### src/rtl/axilite_reg_bridge_pkg.sv
// Shared types and constants for the AXI4-Lite to register-request bridge.
package axilite_pkg;

  localparam int TIMER_W = 16;

  typedef enum logic [1:0] {
    OKAY   = 2'b00,
    EXOKAY = 2'b01,
    SLVERR = 2'b10,
    DECERR = 2'b11
  } axi_resp_t;

  typedef enum logic [1:0] {
    W_IDLE,
    W_REQ,
    W_WAIT,
    W_RESP
  } wr_state_t;

  typedef enum logic [1:0] {
    R_IDLE,
    R_REQ,
    R_WAIT,
    R_RESP
  } rd_state_t;

endpackage

### src/rtl/axilite_reg_bridge_if.sv
// AXI4-Lite bus bundle. The bridge is the slave; the interconnect is the master.
interface axilite_reg_bridge_if #(
  parameter int ADDR_W = 16,
  parameter int DATA_W = 32
) ();

  localparam int STRB_W = DATA_W / 8;

  logic              AXI_AWVALID;
  logic              AXI_AWREADY;
  logic [ADDR_W-1:0] AXI_AWADDR;
  logic              AXI_WVALID;
  logic              AXI_WREADY;
  logic [DATA_W-1:0] AXI_WDATA;
  logic [STRB_W-1:0] AXI_WSTRB;
  logic              AXI_BVALID;
  logic              AXI_BREADY;
  logic [1:0]        AXI_BRESP;
  logic              AXI_ARVALID;
  logic              AXI_ARREADY;
  logic [ADDR_W-1:0] AXI_ARADDR;
  logic              AXI_RVALID;
  logic              AXI_RREADY;
  logic [DATA_W-1:0] AXI_RDATA;
  logic [1:0]        AXI_RRESP;

  modport slave (
    input  AXI_AWVALID, AXI_AWADDR, AXI_WVALID, AXI_WDATA, AXI_WSTRB, AXI_BREADY,
           AXI_ARVALID, AXI_ARADDR, AXI_RREADY,
    output AXI_AWREADY, AXI_WREADY, AXI_BVALID, AXI_BRESP,
           AXI_ARREADY, AXI_RVALID, AXI_RDATA, AXI_RRESP
  );

  modport master (
    output AXI_AWVALID, AXI_AWADDR, AXI_WVALID, AXI_WDATA, AXI_WSTRB, AXI_BREADY,
           AXI_ARVALID, AXI_ARADDR, AXI_RREADY,
    input  AXI_AWREADY, AXI_WREADY, AXI_BVALID, AXI_BRESP,
           AXI_ARREADY, AXI_RVALID, AXI_RDATA, AXI_RRESP
  );

endinterface

### src/rtl/axilite_req_timer.sv
// Ack-wait timer: counts cycles while enabled, holds at all-ones, and flags
// expiry on the cycle the count reaches limit-1 so the response lands exactly
// limit cycles after the request strobe.
module axilite_req_timer
  import axilite_pkg::*;
(
  input  logic               clk,
  input  logic               rst_n,
  input  logic               clear,
  input  logic               enable,
  input  logic [TIMER_W-1:0] limit,
  output logic               expired
);

  logic [TIMER_W-1:0] count;

  // Saturating cycle counter, zeroed while the owning FSM is idle.
  always_ff @(posedge clk or negedge rst_n) begin
    if (!rst_n) begin
      count <= '0;
    end else if (clear) begin
      count <= '0;
    end else if (enable && (count != '1)) begin
      count <= count + TIMER_W'(1);
    end
  end

  assign expired = enable && (count == (limit - TIMER_W'(1)));

endmodule

### src/rtl/axilite_reg_bridge.sv
// AXI4-Lite slave to single-cycle register request bridge. Independent read
// and write FSMs, one outstanding transaction per direction, DECERR for
// addresses above ADDR_LIMIT and SLVERR on user error or ack timeout.
module axilite_reg_bridge
  import axilite_pkg::*;
#(
  parameter int              ADDR_W     = 16,
  parameter int              DATA_W     = 32,
  parameter logic [ADDR_W-1:0] ADDR_LIMIT = 'h00FF,
  parameter int              TIMEOUT    = 32,
  parameter int              STRB_W     = DATA_W / 8,
  parameter int              WA_W       = ADDR_W - $clog2(STRB_W)
) (
  input  logic                AXI_ACLK,
  input  logic                AXI_RESETN,
  axilite_reg_bridge_if.slave axi,
  output logic                usr_wreq,
  output logic [WA_W-1:0]     usr_waddr,
  output logic [DATA_W-1:0]   usr_wdata,
  output logic [STRB_W-1:0]   usr_wstrb,
  input  logic                usr_wack,
  input  logic                usr_werr,
  output logic                usr_rreq,
  output logic [WA_W-1:0]     usr_raddr,
  input  logic [DATA_W-1:0]   usr_rdata,
  input  logic                usr_rack,
  input  logic                usr_rerr
);

  localparam int LSB = $clog2(STRB_W);

  if (!(DATA_W == 32 || DATA_W == 64)) begin : g_bad_data_w
    $error("axilite_reg_bridge: DATA_W must be 32 or 64");
  end
  if (TIMEOUT < 2 || TIMEOUT > 65535) begin : g_bad_timeout
    $error("axilite_reg_bridge: TIMEOUT must be in 2..65535");
  end

  // ---------------- write path ----------------
  wr_state_t         wr_state, wr_next;
  axi_resp_t         bresp_q, bresp_nxt;
  logic              awready_q, wready_q, aw_got, w_got;
  logic              aw_hs, w_hs, aw_have, w_have, wr_expired;
  logic [ADDR_W-1:0] awaddr_q, awaddr_eff;
  logic [DATA_W-1:0] wdata_q;
  logic [STRB_W-1:0] wstrb_q;

  assign aw_hs      = axi.AXI_AWVALID && awready_q;
  assign w_hs       = axi.AXI_WVALID && wready_q;
  assign aw_have    = aw_got || aw_hs;
  assign w_have     = w_got || w_hs;
  assign awaddr_eff = aw_hs ? axi.AXI_AWADDR : awaddr_q;

  // Write next-state and response selection; the last of AW/W completing
  // decides between issuing a request and answering DECERR directly.
  always_comb begin
    wr_next   = wr_state;
    bresp_nxt = bresp_q;
    case (wr_state)
      W_IDLE: begin
        if (aw_have && w_have) begin
          if (awaddr_eff <= ADDR_LIMIT) begin
            wr_next = W_REQ;
          end else begin
            wr_next   = W_RESP;
            bresp_nxt = DECERR;
          end
        end
      end
      W_REQ, W_WAIT: begin
        if (usr_wack) begin
          wr_next   = W_RESP;
          bresp_nxt = usr_werr ? SLVERR : OKAY;
        end else if (wr_expired) begin
          wr_next   = W_RESP;
          bresp_nxt = SLVERR;
        end else begin
          wr_next = W_WAIT;
        end
      end
      W_RESP: begin
        if (axi.AXI_BREADY) begin
          wr_next   = W_IDLE;
          bresp_nxt = OKAY;
        end
      end
      default: wr_next = W_IDLE;
    endcase
  end

  // Write state register.
  always_ff @(posedge AXI_ACLK or negedge AXI_RESETN) begin
    if (!AXI_RESETN) wr_state <= W_IDLE;
    else             wr_state <= wr_next;
  end

  // AW/W capture, per-channel ready tracking and the held write response.
  always_ff @(posedge AXI_ACLK or negedge AXI_RESETN) begin
    if (!AXI_RESETN) begin
      aw_got    <= 1'b0;
      w_got     <= 1'b0;
      awready_q <= 1'b0;
      wready_q  <= 1'b0;
      awaddr_q  <= '0;
      wdata_q   <= '0;
      wstrb_q   <= '0;
      bresp_q   <= OKAY;
    end else begin
      aw_got    <= (wr_state == W_IDLE) && (wr_next == W_IDLE) && aw_have;
      w_got     <= (wr_state == W_IDLE) && (wr_next == W_IDLE) && w_have;
      awready_q <= (wr_next == W_IDLE) && !((wr_state == W_IDLE) && aw_have);
      wready_q  <= (wr_next == W_IDLE) && !((wr_state == W_IDLE) && w_have);
      bresp_q   <= bresp_nxt;
      if (aw_hs) awaddr_q <= axi.AXI_AWADDR;
      if (w_hs) begin
        wdata_q <= axi.AXI_WDATA;
        wstrb_q <= axi.AXI_WSTRB;
      end
    end
  end

  axilite_req_timer u_wr_timer (
    .clk     (AXI_ACLK),
    .rst_n   (AXI_RESETN),
    .clear   (wr_state == W_IDLE),
    .enable  ((wr_state == W_REQ) || (wr_state == W_WAIT)),
    .limit   (TIMER_W'(TIMEOUT)),
    .expired (wr_expired)
  );

  assign usr_wreq        = (wr_state == W_REQ);
  assign usr_waddr       = awaddr_q[ADDR_W-1:LSB];
  assign usr_wdata       = wdata_q;
  assign usr_wstrb       = wstrb_q;
  assign axi.AXI_AWREADY = awready_q;
  assign axi.AXI_WREADY  = wready_q;
  assign axi.AXI_BVALID  = (wr_state == W_RESP);
  assign axi.AXI_BRESP   = bresp_q;

  // ---------------- read path ----------------
  rd_state_t         rd_state, rd_next;
  axi_resp_t         rresp_q, rresp_nxt;
  logic              arready_q, ar_hs, rd_expired;
  logic [WA_W-1:0]   araddr_q;
  logic [DATA_W-1:0] rdata_q, rdata_nxt;

  assign ar_hs = axi.AXI_ARVALID && arready_q;

  // Read next-state, response and captured data; RDATA is zero unless a
  // real ack supplied it.
  always_comb begin
    rd_next   = rd_state;
    rresp_nxt = rresp_q;
    rdata_nxt = rdata_q;
    case (rd_state)
      R_IDLE: begin
        if (ar_hs) begin
          if (axi.AXI_ARADDR <= ADDR_LIMIT) begin
            rd_next = R_REQ;
          end else begin
            rd_next   = R_RESP;
            rresp_nxt = DECERR;
            rdata_nxt = '0;
          end
        end
      end
      R_REQ, R_WAIT: begin
        if (usr_rack) begin
          rd_next   = R_RESP;
          rresp_nxt = usr_rerr ? SLVERR : OKAY;
          rdata_nxt = usr_rdata;
        end else if (rd_expired) begin
          rd_next   = R_RESP;
          rresp_nxt = SLVERR;
          rdata_nxt = '0;
        end else begin
          rd_next = R_WAIT;
        end
      end
      R_RESP: begin
        if (axi.AXI_RREADY) begin
          rd_next   = R_IDLE;
          rresp_nxt = OKAY;
          rdata_nxt = '0;
        end
      end
      default: rd_next = R_IDLE;
    endcase
  end

  // Read state register.
  always_ff @(posedge AXI_ACLK or negedge AXI_RESETN) begin
    if (!AXI_RESETN) rd_state <= R_IDLE;
    else             rd_state <= rd_next;
  end

  // AR capture, ready tracking and the held read response.
  always_ff @(posedge AXI_ACLK or negedge AXI_RESETN) begin
    if (!AXI_RESETN) begin
      arready_q <= 1'b0;
      araddr_q  <= '0;
      rresp_q   <= OKAY;
      rdata_q   <= '0;
    end else begin
      arready_q <= (rd_next == R_IDLE);
      rresp_q   <= rresp_nxt;
      rdata_q   <= rdata_nxt;
      if (ar_hs) araddr_q <= axi.AXI_ARADDR[ADDR_W-1:LSB];
    end
  end

  axilite_req_timer u_rd_timer (
    .clk     (AXI_ACLK),
    .rst_n   (AXI_RESETN),
    .clear   (rd_state == R_IDLE),
    .enable  ((rd_state == R_REQ) || (rd_state == R_WAIT)),
    .limit   (TIMER_W'(TIMEOUT)),
    .expired (rd_expired)
  );

  assign usr_rreq        = (rd_state == R_REQ);
  assign usr_raddr       = araddr_q;
  assign axi.AXI_ARREADY = arready_q;
  assign axi.AXI_RVALID  = (rd_state == R_RESP);
  assign axi.AXI_RDATA   = rdata_q;
  assign axi.AXI_RRESP   = rresp_q;

endmodule

### src/flat_wrapper.sv
// flat-port wrapper written by rule: the top's interface ports become plain ports
module axilite_reg_bridge_flat import axilite_pkg::*;
#(
  parameter int              ADDR_W     = 16,
  parameter int              DATA_W     = 32,
  parameter logic [ADDR_W-1:0] ADDR_LIMIT = 'h00FF,
  parameter int              TIMEOUT    = 32,
  parameter int              STRB_W     = DATA_W / 8,
  parameter int              WA_W       = ADDR_W - $clog2(STRB_W)
)
  (AXI_ACLK, AXI_RESETN, usr_wreq, usr_waddr, usr_wdata, usr_wstrb, usr_wack, usr_werr, usr_rreq, usr_raddr, usr_rdata, usr_rack, usr_rerr, axi_AXI_AWVALID, axi_AXI_AWADDR, axi_AXI_WVALID, axi_AXI_WDATA, axi_AXI_WSTRB, axi_AXI_BREADY, axi_AXI_ARVALID, axi_AXI_ARADDR, axi_AXI_RREADY, axi_AXI_AWREADY, axi_AXI_WREADY, axi_AXI_BVALID, axi_AXI_BRESP, axi_AXI_ARREADY, axi_AXI_RVALID, axi_AXI_RDATA, axi_AXI_RRESP);
  axilite_reg_bridge_if #(.ADDR_W(ADDR_W), .DATA_W(DATA_W)) axi_i ();
  input  logic AXI_ACLK;
  input  logic AXI_RESETN;
  output logic usr_wreq;
  output logic [WA_W-1:0] usr_waddr;
  output logic [DATA_W-1:0] usr_wdata;
  output logic [STRB_W-1:0] usr_wstrb;
  input  logic usr_wack;
  input  logic usr_werr;
  output logic usr_rreq;
  output logic [WA_W-1:0] usr_raddr;
  input  logic [DATA_W-1:0] usr_rdata;
  input  logic usr_rack;
  input  logic usr_rerr;
  input wire logic [$bits(axi_i.AXI_AWVALID)-1:0] axi_AXI_AWVALID;
  input wire logic [$bits(axi_i.AXI_AWADDR)-1:0] axi_AXI_AWADDR;
  input wire logic [$bits(axi_i.AXI_WVALID)-1:0] axi_AXI_WVALID;
  input wire logic [$bits(axi_i.AXI_WDATA)-1:0] axi_AXI_WDATA;
  input wire logic [$bits(axi_i.AXI_WSTRB)-1:0] axi_AXI_WSTRB;
  input wire logic [$bits(axi_i.AXI_BREADY)-1:0] axi_AXI_BREADY;
  input wire logic [$bits(axi_i.AXI_ARVALID)-1:0] axi_AXI_ARVALID;
  input wire logic [$bits(axi_i.AXI_ARADDR)-1:0] axi_AXI_ARADDR;
  input wire logic [$bits(axi_i.AXI_RREADY)-1:0] axi_AXI_RREADY;
  output wire logic [$bits(axi_i.AXI_AWREADY)-1:0] axi_AXI_AWREADY;
  output wire logic [$bits(axi_i.AXI_WREADY)-1:0] axi_AXI_WREADY;
  output wire logic [$bits(axi_i.AXI_BVALID)-1:0] axi_AXI_BVALID;
  output wire logic [$bits(axi_i.AXI_BRESP)-1:0] axi_AXI_BRESP;
  output wire logic [$bits(axi_i.AXI_ARREADY)-1:0] axi_AXI_ARREADY;
  output wire logic [$bits(axi_i.AXI_RVALID)-1:0] axi_AXI_RVALID;
  output wire logic [$bits(axi_i.AXI_RDATA)-1:0] axi_AXI_RDATA;
  output wire logic [$bits(axi_i.AXI_RRESP)-1:0] axi_AXI_RRESP;
  assign axi_i.AXI_AWVALID = axi_AXI_AWVALID;
  assign axi_i.AXI_AWADDR = axi_AXI_AWADDR;
  assign axi_i.AXI_WVALID = axi_AXI_WVALID;
  assign axi_i.AXI_WDATA = axi_AXI_WDATA;
  assign axi_i.AXI_WSTRB = axi_AXI_WSTRB;
  assign axi_i.AXI_BREADY = axi_AXI_BREADY;
  assign axi_i.AXI_ARVALID = axi_AXI_ARVALID;
  assign axi_i.AXI_ARADDR = axi_AXI_ARADDR;
  assign axi_i.AXI_RREADY = axi_AXI_RREADY;
  assign axi_AXI_AWREADY = axi_i.AXI_AWREADY;
  assign axi_AXI_WREADY = axi_i.AXI_WREADY;
  assign axi_AXI_BVALID = axi_i.AXI_BVALID;
  assign axi_AXI_BRESP = axi_i.AXI_BRESP;
  assign axi_AXI_ARREADY = axi_i.AXI_ARREADY;
  assign axi_AXI_RVALID = axi_i.AXI_RVALID;
  assign axi_AXI_RDATA = axi_i.AXI_RDATA;
  assign axi_AXI_RRESP = axi_i.AXI_RRESP;
  axilite_reg_bridge #(.ADDR_W(ADDR_W), .DATA_W(DATA_W), .ADDR_LIMIT(ADDR_LIMIT), .TIMEOUT(TIMEOUT), .STRB_W(STRB_W), .WA_W(WA_W)) u_core (.AXI_ACLK(AXI_ACLK), .AXI_RESETN(AXI_RESETN), .axi(axi_i), .usr_wreq(usr_wreq), .usr_waddr(usr_waddr), .usr_wdata(usr_wdata), .usr_wstrb(usr_wstrb), .usr_wack(usr_wack), .usr_werr(usr_werr), .usr_rreq(usr_rreq), .usr_raddr(usr_raddr), .usr_rdata(usr_rdata), .usr_rack(usr_rack), .usr_rerr(usr_rerr));
endmodule
### config.mk
export PLATFORM = sky130hd
export DESIGN_NAME = axilite_reg_bridge_flat
export DESIGN_NICKNAME = d
export VERILOG_FILES = /design/src/rtl/axilite_reg_bridge_pkg.sv /design/src/rtl/axilite_reg_bridge_if.sv /design/src/rtl/axilite_req_timer.sv /design/src/rtl/axilite_reg_bridge.sv /design/src/flat_wrapper.sv
export SDC_FILE = /design/constraint.sdc
export NUM_CORES = 1
export LEC_CHECK = 0
export CAP_MARGIN = 20
export CELL_PAD_IN_SITES_DETAIL_PLACEMENT = 0
export CELL_PAD_IN_SITES_GLOBAL_PLACEMENT = 1
export CORE_MARGIN = 3
export CORE_UTILIZATION = 30
export CTS_CLUSTER_DIAMETER = 200
export DETAILED_ROUTE_END_ITERATION = 8
export PLACE_DENSITY_LB_ADDON = 0.1
export SLEW_MARGIN = 20
export SYNTH_ARGS = -nofsm -noshare
export SYNTH_HDL_FRONTEND = slang
export SYNTH_SLANG_ARGS = --single-unit
### constraint.sdc
create_clock -name AXI_ACLK -period 2.38 [get_ports AXI_ACLK]
set_input_delay 0.476 -clock AXI_ACLK [delete_from_list [all_inputs] [get_ports AXI_ACLK]]
set_output_delay 0.476 -clock AXI_ACLK [all_outputs]
set_load 0.01 [all_outputs]
==> Word-level counts from Yosys, hierarchy flattened <==
Index checks and enable logic that the tools add are counted.
{ "word_totals": {"ff_bits": 143, "latchBits": 0, "ram_bits": 0, "mem_bits_ro": 0, "in_bits": 111, "mem_count": 0} }
{ "op_classes": {"addsub": 2, "mul": 0, "n_div": 0, "n_lt_le_gt_ge": 2, "n_eq_ne": 18, "n_shift": 0, "n_mux": 37, "bitwise": 0, "n_reduce_logical": 31} }
{ "op_table": {"columns": ["op", "n"], "rows": [
  ["$mux 32", 5],
  ["$pmux 32 s3", 1],
  ["$mux 16", 5],
  ["$mux 2", 20],
  ["$add 16x1->16 const B", 2],
  ["$eq 16x5->1 const B", 2],
  ["$le 16x8->1 const B", 2],
  ["$ne 16x16->1 const B", 2],
  ["$pmux 2 s3", 4],
  ["$logic_and 1x1->1", 15],
  ["$eq 2x2->1 const B", 4],
  ["$logic_not 2->1", 4],
  ["$ne 2x2->1 const B", 4],
  ["$reduce_and 4->1", 2],
  ["$eq 2x1->1 const B", 2],
  ["$logic_or 1x1->1", 4],
  ["$ne 2x1->1 const B", 2],
  ["$reduce_bool 2->1", 2],
  ["$reduce_or 2->1", 2],
  ["$ne 3x2->1 const B", 1],
  ["$ne 3x3->1 const B", 1],
  ["$logic_not 1->1", 2],
  ["$mux 1", 2]
]} }

==> Depth between registers and ports, before layout <==
{ "depth": {"depth_word": 9, "depth_mapped": 8, "depth_no_buf": 7} }

==> Modules after synthesis <==
Synthesis repeated with hierarchy kept, for this count alone.
{ "unflattened": {"hier_cells": 686, "hier_area_um2": 7512.2} }
{ "by_module_without_submodules": {"columns": ["mod", "n_inst", "cells_per_inst", "area_per_inst_um2", "seq_area_each_um2"], "rows": [
  ["axilite_reg_bridge", 1, 342, 4692.0, 2727.6],
  ["axilite_req_timer", 2, 172, 1410.1, 400.4]
]} }

==> Worst setup path after synthesis <==
Ideal clock, no wire load.
{ "synth_timing": {"kind": "flip-flop to flip-flop", "from": "reg u_core.wr_state[0]", "to": "reg u_core.bresp_q[0], in the netlist u_core.axi.AXI_BRESP[0]", "setup_ps": 127, "arrival_time_ps": 1953, "required_ps": 2253, "slack_ps": 299, "path_stages_with_launch": 8, "path_buffers": 0, "period_less_slack_ps": 2081, "path_cell_list": "dfrtp_1 > inv_1 > ha_1 > nand3_4 > nor3_2 > nand3_1 > a2111oi_2 > mux2_1"} }
{ "synth_via": {"elab_chain_cells": 5} }
{ "synth_lines": {"columns": ["item", "line", "text"], "rows": [
  ["from (decl)", "axilite_reg_bridge.sv:40", "wr_state_t wr_state, wr_next;"],
  ["from (signal assigned)", "axilite_reg_bridge.sv:94", "else wr_state <= wr_next;"],
  ["$eq 2x1->1 / $eq 2x2->1 (equally long branches)", "axilite_reg_bridge.sv:59, axilite_reg_bridge.sv:126", null],
  ["$logic_or 1x1->1", "axilite_reg_bridge.sv:126", ".enable ((wr_state == W_REQ) || (wr_state == W_WAIT)),"],
  ["$logic_and 1x1->1", "axilite_req_timer.sv:28", "assign expired = enable && (count == (limit - TIMER_W'(1)));"],
  ["$ne 3x3->1 (no line)", null, null],
  ["$reduce_and 4->1 (no line)", null, null],
  ["to (signal assigned)", "axilite_reg_bridge.sv:113", "bresp_q <= bresp_nxt;"],
  ["to (decl)", "axilite_reg_bridge.sv:41", "axi_resp_t bresp_q, bresp_nxt;"]
]} }
Several ways; a longest one is shown, not always the timed one.
A chain may end at the register's enable or synchronous reset.

==> Worst setup path in the final report <==
Ends and elaborated chain as after synthesis.

==> impl_metrics.tcl <==
set metrics [dict create \
    outcome "completed" \
    end_kind "register" \
    n_antenna_cell 0 \
    fmax_mhz 451 \
    min_period_over_period 0.932 \
    fin_crit_ns 2.22 \
    maxSlewHeadroom 0.619 \
    die_w_um 149 \
    post-route-drc-count 0 \
    yosys.cell_types.count 44 \
    start_util 0.309 \
    die_area_um2 22100 \
    path_clk_slew_ns 0.07 \
    clk_latency_ns 0.42 \
    drive_above_1_share 0.181 \
    final_nets 830 \
    antenna_found_initial 0 \
    synth_fp_nets 610 \
    htree_levels 4 \
    required_ns 2.68 \
    holdWs_ns 0.485 \
    path_class "register to register" \
    cp-start-kind "register" \
    grt_overflow_total 0 \
    syn-instance-count 491 \
    synthFlopType "dfrtp_1" \
    finalPower_uw 11700 \
    grt_pass1_wl_um 26400 \
    layout.cells.non_filler 989 \
    drtIter0Drc 156 \
    cts_made_buffers 17 \
    io_pins 218 \
    grt_max_degree 47 \
    hold_viol 0 \
    area_delta_synth_final_pct 51.2 \
    peakVddDrop_mv 0.545 \
    hold_class "register to register" \
    synth_warnings 0 \
    tightest_slew_ns 0.567 \
    route.met2.wl_um 8150 \
    routed_wl_um 16500 \
    post_drt_wl_per_cell_um 16.7 \
    gp_congestion 0.762 \
    syn_area_per_cell_um2 12.4 \
    core-area_um2 19700 \
    rsz0062_at_grt "false" \
    path_max_fanout 6 \
    dieHeight_um 149 \
    io_buffers 213 \
    ys_ff_latch 141 \
    synth_edf_count 0 \
    drv_cap 0 \
    total_leakage_power_uw 0.00386 \
    ys_seq_area_frac 0.579 \
    wl_met1_um 7080 \
    n_fill_cell 1801 \
    dr_total_vias 4643 \
    dp.cells 956 \
    first_pass_iters 4 \
    via_per_inst 4.69 \
    grt_use_total 0.150 \
    grt_pass1_vias 4863 \
    cts_root_buf "clkbuf_16" \
    cts_max_path_buffers 2 \
    r2r_setup_slack_ns 0.16 \
    mostFrequentLayoutCells "clkdlybuf4s50_1, dfrtp_1, mux2_2, nor2_1, a22o_1" \
    ys_async_sr_fraction 1.00 \
    cts_sinks 141 \
    cts_tree "done" \
    ant_nets 0 \
    cp-startpoint "u_core.wr_state[0]$_DFF_PN0_" \
    mostFrequentLayoutCell "clkdlybuf4s50_1" \
    min_from "u_core.axi.AXI_BRESP[1]$_DFFE_PN0P_" \
    syn_area_um2 6100 \
    dp_hpwl_um 12300 \
    p_per_area_nw_per_um2 1270 \
    skew_ns 0.00999 \
    slew_viol_final 0 \
    rows 51 \
    top_layer "met4" \
    rr_startpoint "u_core.wr_state[0]$_DFF_PN0_" \
    setup_viol 0 \
    met3_length_um 1020 \
    arrival_ns 2.52 \
]
-- through the flow --
step | TNS [ns] | setup slack [ns] | utilization | instance area, um2
floorplan | 0 | 0.299 | - | 6100
global placement | -0.251 | -0.0663 | 0.436 | 8600
detailed placement | -0.774 | -0.0440 | 0.436 | 8600
CTS | 0 | 0.118 | 0.467 | 9210
global route | 0 | 0.0146 | 0.468 | 9220
finish | 0 | 0.163 | 0.468 | 9220
-- cell usage after synthesis (4+ instances only) --
| cell type | instances | area share |
|---|---|---|
| a21oi_1 | 13 | 0.011 |
| buf_2 | 5 | 0.0041 |
| nand2_1 | 15 | 0.0092 |
| mux2_2 | 65 | 0.12 |
| xor2_1 | 4 | 0.0057 |
| nor4_1 | 11 | 0.011 |
| and3_1 | 4 | 0.0041 |
| nand3_1 | 8 | 0.0066 |
| clkbuf_1 | 13 | 0.0080 |
| ha_1 | 8 | 0.016 |
| or2_2 | 4 | 0.0041 |
| buf_4 | 15 | 0.018 |
| a211oi_1 | 6 | 0.0074 |
| nor2_1 | 39 | 0.024 |
| inv_1 | 11 | 0.0068 |
| xnor2_1 | 20 | 0.029 |
| nor3b_1 | 5 | 0.0062 |
| dfrtp_1 | 141 | 0.58 |
| o21ai_0 | 9 | 0.0074 |
| and2_1 | 4 | 0.0041 |
| a22o_1 | 32 | 0.046 |
| nand4_1 | 13 | 0.013 |
| nor3_1 | 12 | 0.0098 |
-- metal layers --
metal | global-route usage | up-vias
met3 | 0.0539 | 16
met1 | 0.190 | 2305
met5 | 0 | -
li1 | - | 2198
met4 | 0.0411 | 0
met2 | 0.246 | 124
-- cell type report --
type | count | area, um2 | area share
Clock buffer | 18 | 439 | 0.0476
Multi-Input combinational cell | 304 | 2360 | 0.256
Timing Repair Buffer | 236 | 2360 | 0.256
Inverter | 11 | 41.3 | 0.00448
Clock inverter | 14 | 160 | 0.0174
Tap cell | 265 | 332 | 0.0360
Sequential cell | 141 | 3530 | 0.383
-- logic make-up after synthesis --
logic type / Yosys count / synth area share
flip-flops: 141 / 0.579
multiplexers: 70 / 0.129
AO/OA/AOI/OAI: 72 / 0.0872
XOR/XNOR: 24 / 0.0345
buffers and inverters: 46 / 0.0386
adder cells (fa/ha/maj): 8 / 0.0164
AND/OR/NAND/NOR: 130 / 0.116
-- what timing repair did --
item                                    CTS  global route
setup buffers                             0             0
hold buffers                              1             0
hold endpoints to repair                  5             0
endpoints found under the setup margin    0             2
resized for setup                         0             1
-- power breakdown --
group	switching [uW]	internal, uW
registers	557	3380
logic	2150	2950
clock network	1090	1590
total	3790	7910
-- registers in the layout (all words and copies together) (netlist names), 2 cells and up --
name	count
u_core.axi.AXI_RDATA	32
u_core.usr_wdata	32
u_core.u_rd_timer.count	16
u_core.u_wr_timer.count	16
u_core.awaddr_q	14
u_core.usr_raddr	14
u_core.usr_wstrb	4
u_core.axi.AXI_BRESP	2
u_core.axi.AXI_RRESP	2
u_core.rd_state	2
u_core.wr_state	2
-- critical path, cell delays in order, from the launching register on --
cell	delay (ns)
dfrtp_1	0.42
inv_1	0.06
ha_1	0.34
nand3_4	0.12
nor3_2	0.21
nand3_1	0.21
a2111oi_4	0.38
mux2_1	0.35
-- path summary, 6_finish.rpt --
path                                                       end  cells past startpoint
hold reg to reg            u_core.axi.AXI_BRESP[1]$_DFFE_PN0P_                      1
hold / removal             u_core.axi.AXI_BRESP[1]$_DFFE_PN0P_                      1
min in group asynchronous  u_core.axi.AXI_BRESP[0]$_DFFE_PN0P_                      2
setup reg to reg           u_core.axi.AXI_BRESP[0]$_DFFE_PN0P_                      7
setup / recovery           u_core.axi.AXI_BRESP[0]$_DFFE_PN0P_                      7
max in group asynchronous               u_core.w_got$_DFF_PN0_                      3
Power figures use the tool's default switching activity.
